`src/rtl/zube_mbox_sequencer_if.sv`:
```
// Wishbone master bundle between the zube mailbox sequencer and the zube slave.
interface zube_mbox_sequencer_if;
    logic        wbm_cyc_out;
    logic        wbm_stb_out;
    logic        wbm_we_out;
    logic [31:0] wbm_addr_out;
    logic [31:0] wbm_data_out;
    logic        wbm_ack_in;
    logic [31:0] wbm_data_in;

    modport master (
        output wbm_cyc_out, wbm_stb_out, wbm_we_out, wbm_addr_out, wbm_data_out,
        input  wbm_ack_in, wbm_data_in
    );

    modport slave (
        input  wbm_cyc_out, wbm_stb_out, wbm_we_out, wbm_addr_out, wbm_data_out,
        output wbm_ack_in, wbm_data_in
    );
endinterface

```
`src/rtl/zube_mbox_sequencer.sv`:
```
// Services the zube Z80 mailbox: fetches RX bytes and status on IRQ, drains a host
// TX stream, all through one Wishbone master port with a single outstanding cycle.
module zube_mbox_sequencer #(
    parameter logic [31:0] BASE_ADDRESS    = 32'h3000_0000,
    parameter int          FIFO_DEPTH_LOG2 = 3,
    parameter int          TIMEOUT_CYCLES  = 16,
    parameter int          TX_GAP          = 8
) (
    input  logic                       clk,
    input  logic                       reset,
    input  logic                       irq_data_in,
    input  logic                       irq_status_in,
    zube_mbox_sequencer_if.master      wbm,
    output logic [7:0]                 rx_data,
    output logic                       rx_valid,
    input  logic                       rx_pop,
    output logic [FIFO_DEPTH_LOG2:0]   rx_count,
    output logic [7:0]                 status_byte,
    output logic                       status_new,
    input  logic                       status_ack,
    input  logic [7:0]                 tx_data,
    input  logic                       tx_valid,
    output logic                       tx_ready,
    output logic                       timeout_err
);
    localparam int DEPTH = 1 << FIFO_DEPTH_LOG2;
    localparam int TMO_W = $clog2(TIMEOUT_CYCLES + 1);
    localparam int GAP_W = $clog2(TX_GAP + 1);

    typedef enum logic [2:0] {IDLE, RD_DATA, RD_STATUS, WR_DATA, SETTLE} state_t;

    state_t                     state;
    logic [TMO_W-1:0]           tmo_cnt;
    logic [GAP_W-1:0]           gap_cnt;
    logic [7:0]                 mem [DEPTH];
    logic [FIFO_DEPTH_LOG2-1:0] wr_ptr;
    logic [FIFO_DEPTH_LOG2-1:0] rd_ptr;
    logic                       fifo_full;
    logic                       want_data;
    logic                       sel_data;
    logic                       sel_status;
    logic                       sel_tx;
    logic                       in_xfer;
    logic                       xfer_ack;
    logic                       xfer_timeout;
    logic                       push;
    logic                       pop;
    logic                       unused_rdata_hi;

    assign unused_rdata_hi = ^wbm.wbm_data_in[31:8];

    assign fifo_full  = (rx_count == (FIFO_DEPTH_LOG2 + 1)'(DEPTH));
    assign want_data  = irq_data_in && !fifo_full;
    assign sel_data   = (state == IDLE) && want_data;
    assign sel_status = (state == IDLE) && !want_data && irq_status_in;
    assign sel_tx     = (state == IDLE) && !want_data && !irq_status_in &&
                        tx_valid && (gap_cnt == '0);
    assign tx_ready   = sel_tx && !reset;

    assign in_xfer      = (state == RD_DATA) || (state == RD_STATUS) || (state == WR_DATA);
    assign xfer_ack     = in_xfer && wbm.wbm_ack_in;
    assign xfer_timeout = in_xfer && !wbm.wbm_ack_in &&
                          (tmo_cnt == TMO_W'(TIMEOUT_CYCLES - 1));
    assign push         = xfer_ack && (state == RD_DATA);
    assign pop          = rx_pop && rx_valid;

    assign rx_valid = (rx_count != '0);
    assign rx_data  = rx_valid ? mem[rd_ptr] : 8'h00;

    // Arbitration, bus outputs and bookkeeping; a timed-out cycle updates nothing.
    always_ff @(posedge clk) begin
        if (reset) begin
            state            <= IDLE;
            wbm.wbm_cyc_out  <= 1'b0;
            wbm.wbm_stb_out  <= 1'b0;
            wbm.wbm_we_out   <= 1'b0;
            wbm.wbm_addr_out <= 32'h0;
            wbm.wbm_data_out <= 32'h0;
            tmo_cnt          <= '0;
            gap_cnt          <= '0;
            status_byte      <= 8'h00;
            status_new       <= 1'b0;
            timeout_err      <= 1'b0;
        end else begin
            if (gap_cnt != '0)
                gap_cnt <= gap_cnt - 1'b1;
            if (status_ack)
                status_new <= 1'b0;
            case (state)
                IDLE: begin
                    tmo_cnt <= '0;
                    if (sel_data) begin
                        state            <= RD_DATA;
                        wbm.wbm_cyc_out  <= 1'b1;
                        wbm.wbm_stb_out  <= 1'b1;
                        wbm.wbm_we_out   <= 1'b0;
                        wbm.wbm_addr_out <= BASE_ADDRESS + 32'd4;
                    end else if (sel_status) begin
                        state            <= RD_STATUS;
                        wbm.wbm_cyc_out  <= 1'b1;
                        wbm.wbm_stb_out  <= 1'b1;
                        wbm.wbm_we_out   <= 1'b0;
                        wbm.wbm_addr_out <= BASE_ADDRESS + 32'd8;
                    end else if (sel_tx) begin
                        state            <= WR_DATA;
                        wbm.wbm_cyc_out  <= 1'b1;
                        wbm.wbm_stb_out  <= 1'b1;
                        wbm.wbm_we_out   <= 1'b1;
                        wbm.wbm_addr_out <= BASE_ADDRESS + 32'd4;
                        wbm.wbm_data_out <= {24'h0, tx_data};
                    end
                end
                RD_DATA, RD_STATUS, WR_DATA: begin
                    if (wbm.wbm_ack_in || xfer_timeout) begin
                        state           <= SETTLE;
                        wbm.wbm_cyc_out <= 1'b0;
                        wbm.wbm_stb_out <= 1'b0;
                        wbm.wbm_we_out  <= 1'b0;
                    end else begin
                        tmo_cnt <= tmo_cnt + 1'b1;
                    end
                    if (xfer_timeout)
                        timeout_err <= 1'b1;
                    if (xfer_ack && state == RD_STATUS) begin
                        status_byte <= wbm.wbm_data_in[7:0];
                        status_new  <= 1'b1;
                    end
                    if (xfer_ack && state == WR_DATA)
                        gap_cnt <= GAP_W'(TX_GAP);
                end
                SETTLE:  state <= IDLE;
                default: state <= IDLE;
            endcase
        end
    end

    // RX FIFO; a full FIFO is never read into because IDLE will not select RD_DATA.
    always_ff @(posedge clk) begin
        if (reset) begin
            wr_ptr   <= '0;
            rd_ptr   <= '0;
            rx_count <= '0;
            for (int i = 0; i < DEPTH; i++)
                mem[i] <= 8'h00;
        end else begin
            if (push) begin
                mem[wr_ptr] <= wbm.wbm_data_in[7:0];
                wr_ptr      <= wr_ptr + 1'b1;
            end
            if (pop)
                rd_ptr <= rd_ptr + 1'b1;
            if (push && !pop)
                rx_count <= rx_count + 1'b1;
            else if (!push && pop)
                rx_count <= rx_count - 1'b1;
        end
    end
endmodule

```
`src/flat_wrapper.sv`:
```
// flat-port wrapper written by rule: the top's interface ports become plain ports
module zube_mbox_sequencer_flat 
#(
    parameter logic [31:0] BASE_ADDRESS    = 32'h3000_0000,
    parameter int          FIFO_DEPTH_LOG2 = 3,
    parameter int          TIMEOUT_CYCLES  = 16,
    parameter int          TX_GAP          = 8
)
  (clk, reset, irq_data_in, irq_status_in, rx_data, rx_valid, rx_pop, rx_count, status_byte, status_new, status_ack, tx_data, tx_valid, tx_ready, timeout_err, wbm_wbm_cyc_out, wbm_wbm_stb_out, wbm_wbm_we_out, wbm_wbm_addr_out, wbm_wbm_data_out, wbm_wbm_ack_in, wbm_wbm_data_in);
  zube_mbox_sequencer_if wbm_i ();
  input  logic clk;
  input  logic reset;
  input  logic irq_data_in;
  input  logic irq_status_in;
  output logic [7:0] rx_data;
  output logic rx_valid;
  input  logic rx_pop;
  output logic [FIFO_DEPTH_LOG2:0] rx_count;
  output logic [7:0] status_byte;
  output logic status_new;
  input  logic status_ack;
  input  logic [7:0] tx_data;
  input  logic tx_valid;
  output logic tx_ready;
  output logic timeout_err;
  output wire logic [$bits(wbm_i.wbm_cyc_out)-1:0] wbm_wbm_cyc_out;
  output wire logic [$bits(wbm_i.wbm_stb_out)-1:0] wbm_wbm_stb_out;
  output wire logic [$bits(wbm_i.wbm_we_out)-1:0] wbm_wbm_we_out;
  output wire logic [$bits(wbm_i.wbm_addr_out)-1:0] wbm_wbm_addr_out;
  output wire logic [$bits(wbm_i.wbm_data_out)-1:0] wbm_wbm_data_out;
  input wire logic [$bits(wbm_i.wbm_ack_in)-1:0] wbm_wbm_ack_in;
  input wire logic [$bits(wbm_i.wbm_data_in)-1:0] wbm_wbm_data_in;
  assign wbm_wbm_cyc_out = wbm_i.wbm_cyc_out;
  assign wbm_wbm_stb_out = wbm_i.wbm_stb_out;
  assign wbm_wbm_we_out = wbm_i.wbm_we_out;
  assign wbm_wbm_addr_out = wbm_i.wbm_addr_out;
  assign wbm_wbm_data_out = wbm_i.wbm_data_out;
  assign wbm_i.wbm_ack_in = wbm_wbm_ack_in;
  assign wbm_i.wbm_data_in = wbm_wbm_data_in;
  zube_mbox_sequencer #(.BASE_ADDRESS(BASE_ADDRESS), .FIFO_DEPTH_LOG2(FIFO_DEPTH_LOG2), .TIMEOUT_CYCLES(TIMEOUT_CYCLES), .TX_GAP(TX_GAP)) u_core (.clk(clk), .reset(reset), .irq_data_in(irq_data_in), .irq_status_in(irq_status_in), .wbm(wbm_i), .rx_data(rx_data), .rx_valid(rx_valid), .rx_pop(rx_pop), .rx_count(rx_count), .status_byte(status_byte), .status_new(status_new), .status_ack(status_ack), .tx_data(tx_data), .tx_valid(tx_valid), .tx_ready(tx_ready), .timeout_err(timeout_err));
endmodule
```
`config.mk`:
```
export PLATFORM = sky130hd
export DESIGN_NAME = zube_mbox_sequencer_flat
export DESIGN_NICKNAME = d
export VERILOG_FILES = /design/src/rtl/zube_mbox_sequencer_if.sv /design/src/rtl/zube_mbox_sequencer.sv /design/src/flat_wrapper.sv
export SDC_FILE = /design/constraint.sdc
export NUM_CORES = 1
export LEC_CHECK = 0
export ABC_AREA = 1
export CAP_MARGIN = 10
export CORE_ASPECT_RATIO = 0.7
export CORE_MARGIN = 3
export CORE_UTILIZATION = 53
export DETAILED_ROUTE_END_ITERATION = 10
export MAX_ROUTING_LAYER = met4
export PLACE_DENSITY = 0.92
export SYNTH_ARGS = -nofsm -noshare
export SYNTH_HDL_FRONTEND = slang
export SYNTH_SLANG_ARGS = --single-unit
export TNS_END_PERCENT = 100
```
`constraint.sdc`:
```
create_clock -name clk -period 3.9 [get_ports clk]
set_clock_uncertainty 0.05 [all_clocks]
set_input_delay 0.39 -clock clk [delete_from_list [all_inputs] [get_ports clk]]
set_output_delay 0.39 -clock clk [all_outputs]
set_load 0.01 [all_outputs]
```
### Word-level counts from Yosys, hierarchy flattened

Memories as Yosys holds them, arrays and structs flattened. A register that Yosys moved wholly into a read port is not among the register bits.
Cells that the tools add are included.

| word-level totals | value |
|---|---|
| memories kept | 1 |
| flip-flop bits (word level) | 74 |
| latch bits | 0 |
| word-level logic and storage cells | 110 |
| output and inout bits | 91 |
| memory bits (writable) | 64 |
| bits in read-only memories | 0 |

| operators by class | value |
|---|---|
| $add $sub $neg | 6 |
| equality and inequality tests | 8 |
| multipliers | 0 |
| $lt $le $gt $ge | 0 |
| mux-type cells | 37 |
| bitwise gates (word level) | 2 |
| shift-type cells | 0 |
| reductions and logical operators | 43 |
| div/mod/pow operators | 0 |

Memory list:

| name | words | width | rd ports | clocked after Yosys merged registers in | wr ports | line | RTL |
|---|---|---|---|---|---|---|---|
| u_core.mem | 8 | 8 | 1 | 1 | 8 | zube_mbox_sequencer.sv:35 | `logic [7:0] mem [DEPTH];` |

Operator list:

| cell | number |
|---|---|
| 32-bit two-way mux | 3 |
| 3-bit two-way mux | 7 |
| 4-bit two-way mux | 5 |
| 1-bit logical AND | 17 |
| 8-bit two-way mux | 2 |
| 1-bit two-way mux | 15 |
| 5-bit case mux with 2 select lines | 1 |
| 2-bit AND reduction | 5 |
| 4-bit nonzero test | 2 |
| 8-bit OR reduction | 1 |
| 4-bit by 1-bit subtractor with 4-bit output (second input constant) | 2 |
| 1-bit zero test | 7 |
| 3-bit by 1-bit adder with 3-bit output (second input constant) | 2 |
| 3-bit by 2-bit == test with 1-bit output (second input constant) | 2 |
| 3-bit case mux with 2 select lines | 1 |
| 5-bit by 1-bit adder with 5-bit output (second input constant) | 1 |
| 5-bit by 4-bit == test with 1-bit output (second input constant) | 1 |
| 5-bit two-way mux | 1 |
| 4-bit by 1-bit adder with 4-bit output (second input constant) | 1 |
| 4-bit == test (second input constant) | 1 |
| 4-bit zero test | 1 |
| 4-bit by 1-bit inequality test with 1-bit output (second input constant) | 1 |
| 1-bit case mux with 2 select lines | 2 |
| 4-bit AND reduction | 1 |
| other kinds (10) | 14 |

### Logic depth before layout (Yosys ltp)

| logic depth | value |
|---|---|
| depth after elaboration | 12 |
| gate-level depth with buffers | 12 |
| gate-level depth less buffers | 12 |

### Least setup slack after synthesis

Ideal clock, no wire load.

| timing path | value |
|---|---|
| path type | flip-flop to flip-flop |
| start | reg u_core.rx_count[0] |
| end | reg u_core.rx_count[3] |
| path slack | 1.793 ns |
| stages on the path, launching flop included | 12 |
| path buffers | 0 |
| library setup time | 0.071 ns |
| required time | 3.779 ns |
| period minus slack after synthesis | 2.107 ns |
| arrival time | 1.986 ns |
| cell sequence | dfxtp_1 nor2_1 nand3_2 nand2_1 ha_1 inv_1 ha_1 a21oi_1 and2_1 xor2_1 nand2_1 a21oi_1 |

| on the way | value |
|---|---|
| longest elaborated chain between the ends | 5 |
| elaborated cells between the ends (all ways) | 10 |
| those cells by class | 2 x add/sub; 2 x mux; 6 x reduce/logical |

Ends and longest elaborated chain:

| element | line | RTL |
|---|---|---|
| start, declared | zube_mbox_sequencer.sv:17 | `output logic [FIFO_DEPTH_LOG2:0] rx_count,` |
| start signal, assigned | zube_mbox_sequencer.sv:153 | `rx_count <= rx_count + 1'b1;` |
| start signal, assigned | zube_mbox_sequencer.sv:155 | `rx_count <= rx_count - 1'b1;` |
| 4-bit nonzero test * | zube_mbox_sequencer.sv:67 | `assign rx_valid = (rx_count != '0);` |
| via rx_valid | flat_wrapper.sv:16 | `output logic rx_valid;` |
| 1-bit logical AND * | zube_mbox_sequencer.sv:65 | `assign pop = rx_pop && rx_valid;` |
| 1-bit zero test | zube_mbox_sequencer.sv:152 | `if (push && !pop)` |
| 1-bit logical AND | zube_mbox_sequencer.sv:152 |  |
| 4-bit two-way mux or 2-bit nonzero test (tied branches) | -- |  |

The timed path passes the listed nets; every way through them passes the cells marked *. The select of a mux whose other input is x is not followed.
A chain may end at the register's enable or synchronous reset.

==> key figures <==
Status
  • Status: finished, final reports clean

Timing
  • RSZ-0062 raised after global routing: no
  • Crit path time final: between 3000 and 4000 ps
  • TNS Setup: 0 ps
  • Fmax: about 330 MHz
  • Setup violators final: 0
  • Hold Fails Final Rpt: 0
  • Slew headroom: between 30% and 40%
  • Fin crit share: roughly 78%
  • Worst-Margin Slew: roughly 1000 ps
  • Final Max Tran Viols: 0

Worst setup path
  • Crit path max fanout: 32
  • WS Path Type: flip-flop to primary output
  • R2R setup slack: around 1500 ps
  • Reg-to-Reg Start: u_core.rx_count[0]
  • R2R cell count: 11
  • Critical Path RT: 3460 ps
  • Worst Setup EP: rx_data[5]
  • R2R Path End: u_core.rx_count[3]
  • Crit path arrival time: around 2600 ps
  • Worst Setup Start Kind: flip-flop
  • Crit. End Element: primary output

GRT
  • Largest net degree at the start of global routing: 39
  • GRT Util Overall: roughly 22%
  • GRT overflow: 0
  • First-pass GRT wire length: slightly below 20000 um
  • Initial antenna violation count: 0
  • Vias in the first global route: 4019

Clock network
  • Clock transition at the registers of the reported paths: roughly 70 ps
  • Clk_lat worst skew: approximately 350 ps
  • Post-CTS setup buffer count: 0
  • CTS tree: done
  • Worst-case clock buffer depth: 2
  • Root Buffer: clkbuf_16
  • CTS Buf Count: 9
  • Resize count post-CTS: 0
  • H-tree levels: 3
  • Clock sinks: between 100 and 150
  • Post-CTS Hold Fix Bufs: 0

Layout
  • Nets: roughly 710
  • Final cell count without fillers: 784
  • Layout cells sized above 1: about 7.6%
  • Post-Route Utilization: a little over three fifths
  • Antenna Cells: 0
  • Syn-to-layout area delta: 14.1%
  • Filler cells: between 700 and 800
  • Design area: about 6200 um2

Pwr
  • Sw Ratio: between 30% and 40%
  • PnR Total Power: 3.87 mW
  • LEAKAGE: between 2 and 3 nW
  • Pint: approximately 2.4 mW
  • VDD IR max: 0.395 mV
  • Sequential power share: between 40% and 50%
  • Pwr dens: roughly 630 nW/um2
  • Switching power of the nets: approximately 1.4 mW
  • Power share of the clock group: a little over a fifth
  • Power share of the combinational group: 37.8%

Synth
  • Post-synth cell types: 37
  • Post-synth ARST share: 0%
  • Syn_area_per_cell: ~9.1 um2
  • Synth Cell Area: about 5400 um2
  • Synth Instances: roughly 600
  • Seq/Total Area, Yosys: 53.1%
  • Register bit count reported by yosys: between 100 and 150
  • Synth warn: 0
  • Post-synth EDFFs: 64
  • Ys flop type: edfxtp_1

Run
  • Max Cap Viol: 0

Place
  • Inst Count DP: roughly 770
  • RePlAce Congestion: roughly 0.9
  • Post-DP HPWL: approximately 8500 um
  • Area post-placement: roughly 6000 um2
  • Port bufs: 62

Routing
  • Iteration-0 DRC Markers: around 480
  • Vias: roughly 4.2k
  • Post-route DRC: 0
  • Drt pass-1 iters: 5
  • Drt total wl: around 12000 um
  • Via/cell ratio: about 5.3
  • Routed length per instance: about 15 um
  • Antenna Nets Post-Route: 0

Floorplanning
  • Top Ports: around 140
  • Area of the core: about 9800 um2
  • Die height: slightly above 90 um
  • Cell row count: 30
  • Die Wd: roughly 130 um
  • Die area: ~12000 um2
  • Initial Util: about 55%

Hold path
  • Worst Hold Class: flip-flop to flip-flop
[cell usage in the layout, fill, tap and decap left out, drive strengths merged]
master and n:
fa 1, xor2 3, conb 52, nor3 9, nor2 176, o32ai 8, a21oi 28, a211oi 1
clkdlybuf4s50 62, nand3 15, and2 1, nand4 6, nand2 41, o21ai 66, clkinv 17, inv 35
edfxtp 64, o21a 1, xnor2 2, dfxtp 48, ha 8, clkbuf 9, o211a 1, buf 2
[registers in the layout (all words and copies together) (netlist names), 4 cells and up, named ones only]
signal	count
u_core.rx_count	4
u_core.tmo_cnt	5
u_core.mem	64
u_core.status_byte	8
u_core.wbm.wbm_data_out	8
u_core.gap_cnt	4
[cells by family after synthesis]
group,count (synthesis),synth area share (%)
and+or+nand+nor,248,21.0
AOI/OAI and AO/OA,105,10.5
buffers and inverters,118,12.3
other,1,0.0691
adders and majority gates,9,2.21
xor gates and xnor gates,5,0.807
DFF,112,53.1
[layout make-up]
type                       count  area [um2]  share of cell area [%]
sequential                   112        2880                    46.6
multi-input combinational    419        2070                    33.4
timing repair buffer          64         636                    10.3
clock buffer                   9         225                    3.64
inverter                      45         174                    2.81
tap                          128         160                    2.59
clock inverter                 7        47.5                   0.768
[worst max-delay path, stage by stage (launching register included)]
cell             delay, ps
dfxtp_1                990
o21ai_0                230
o32ai_1                210
nor2_1                  90
nor2_1                 150
clkdlybuf4s50_1        560
[through the flow]
stage	setup WS [ps]	hold slack, ps
floorplan	1790	383
global placement	1220	396
detailed placement	1130	399
CTS	937	407
global route	704	440
finish	876	404
[worst min-delay path by stage]
stage / from / endpoint / cells after the start
2_1_floorplan: u_core.rd_ptr[2] / flip-flop / 2
3_3_place_gp: u_core.rd_ptr[2] / u_core.rd_ptr[2] / 2
3_5_place_dp: u_core.rd_ptr[2] / flip-flop / 2
4_1_cts: u_core.rd_ptr[2] / flip-flop / 2
5_1_grt: u_core.rd_ptr[2] / flip-flop / 2
6_report: u_core.rd_ptr[2] / flip-flop / 2
[power groups by stage]
| stage | clock network (mW) | logic [mW] | registers, mW |
|---|---|---|---|
| after global routing | 0.901 | 1.62 | 1.58 |
| final | 0.850 | 1.46 | 1.56 |
| after detailed placement | 0 | 1.43 | 1.58 |
| after global placement | 0 | 1.36 | 1.57 |
| after floorplan | 0 | 0.978 | 1.54 |
| after CTS | 0.854 | 1.45 | 1.55 |
[cells in the mapped netlist, types with 2 or more instances]
cell type	number	area share [%]
a21oi_1	27	2.5
buf_1	2	0.14
buf_2	12	1.1
buf_4	55	7.6
clkbuf_1	4	0.28
clkinv_1	10	0.69
dfxtp_1	48	18
edfxtp_1	64	35
ha_1	8	1.8
inv_1	25	1.7
inv_2	9	0.62
nand2_1	38	2.6
nand2_2	3	0.35
nand3_1	8	0.74
nand3_2	5	0.92
nand3_4	2	0.65
nand4_4	4	1.6
nor2_1	171	12
nor2_2	4	0.46
nor3_1	7	0.65
nor3_2	2	0.37
o21ai_0	36	3.3
o21ai_1	30	2.8
o32ai_1	8	1.3
xnor2_1	2	0.32
xor2_1	3	0.48
[per-layer routing]
| layer | routed length [um] | vias to the layer above | share of wire (%) | GRT usage (%) |
|---|---|---|---|---|
| met3 | 1060 | 29 | 8.9 | 4.85 |
| li1 | - | 1982 | - | - |
| met5 | 0 | - | 0 | - |
| met1 | 4870 | 1931 | 41 | 28.4 |
| met2 | 5760 | 223 | 48 | 33.9 |
| met4 | 237 | 0 | 2.0 | 6.34 |
Note: power is estimated with default switching activity, not from simulation.
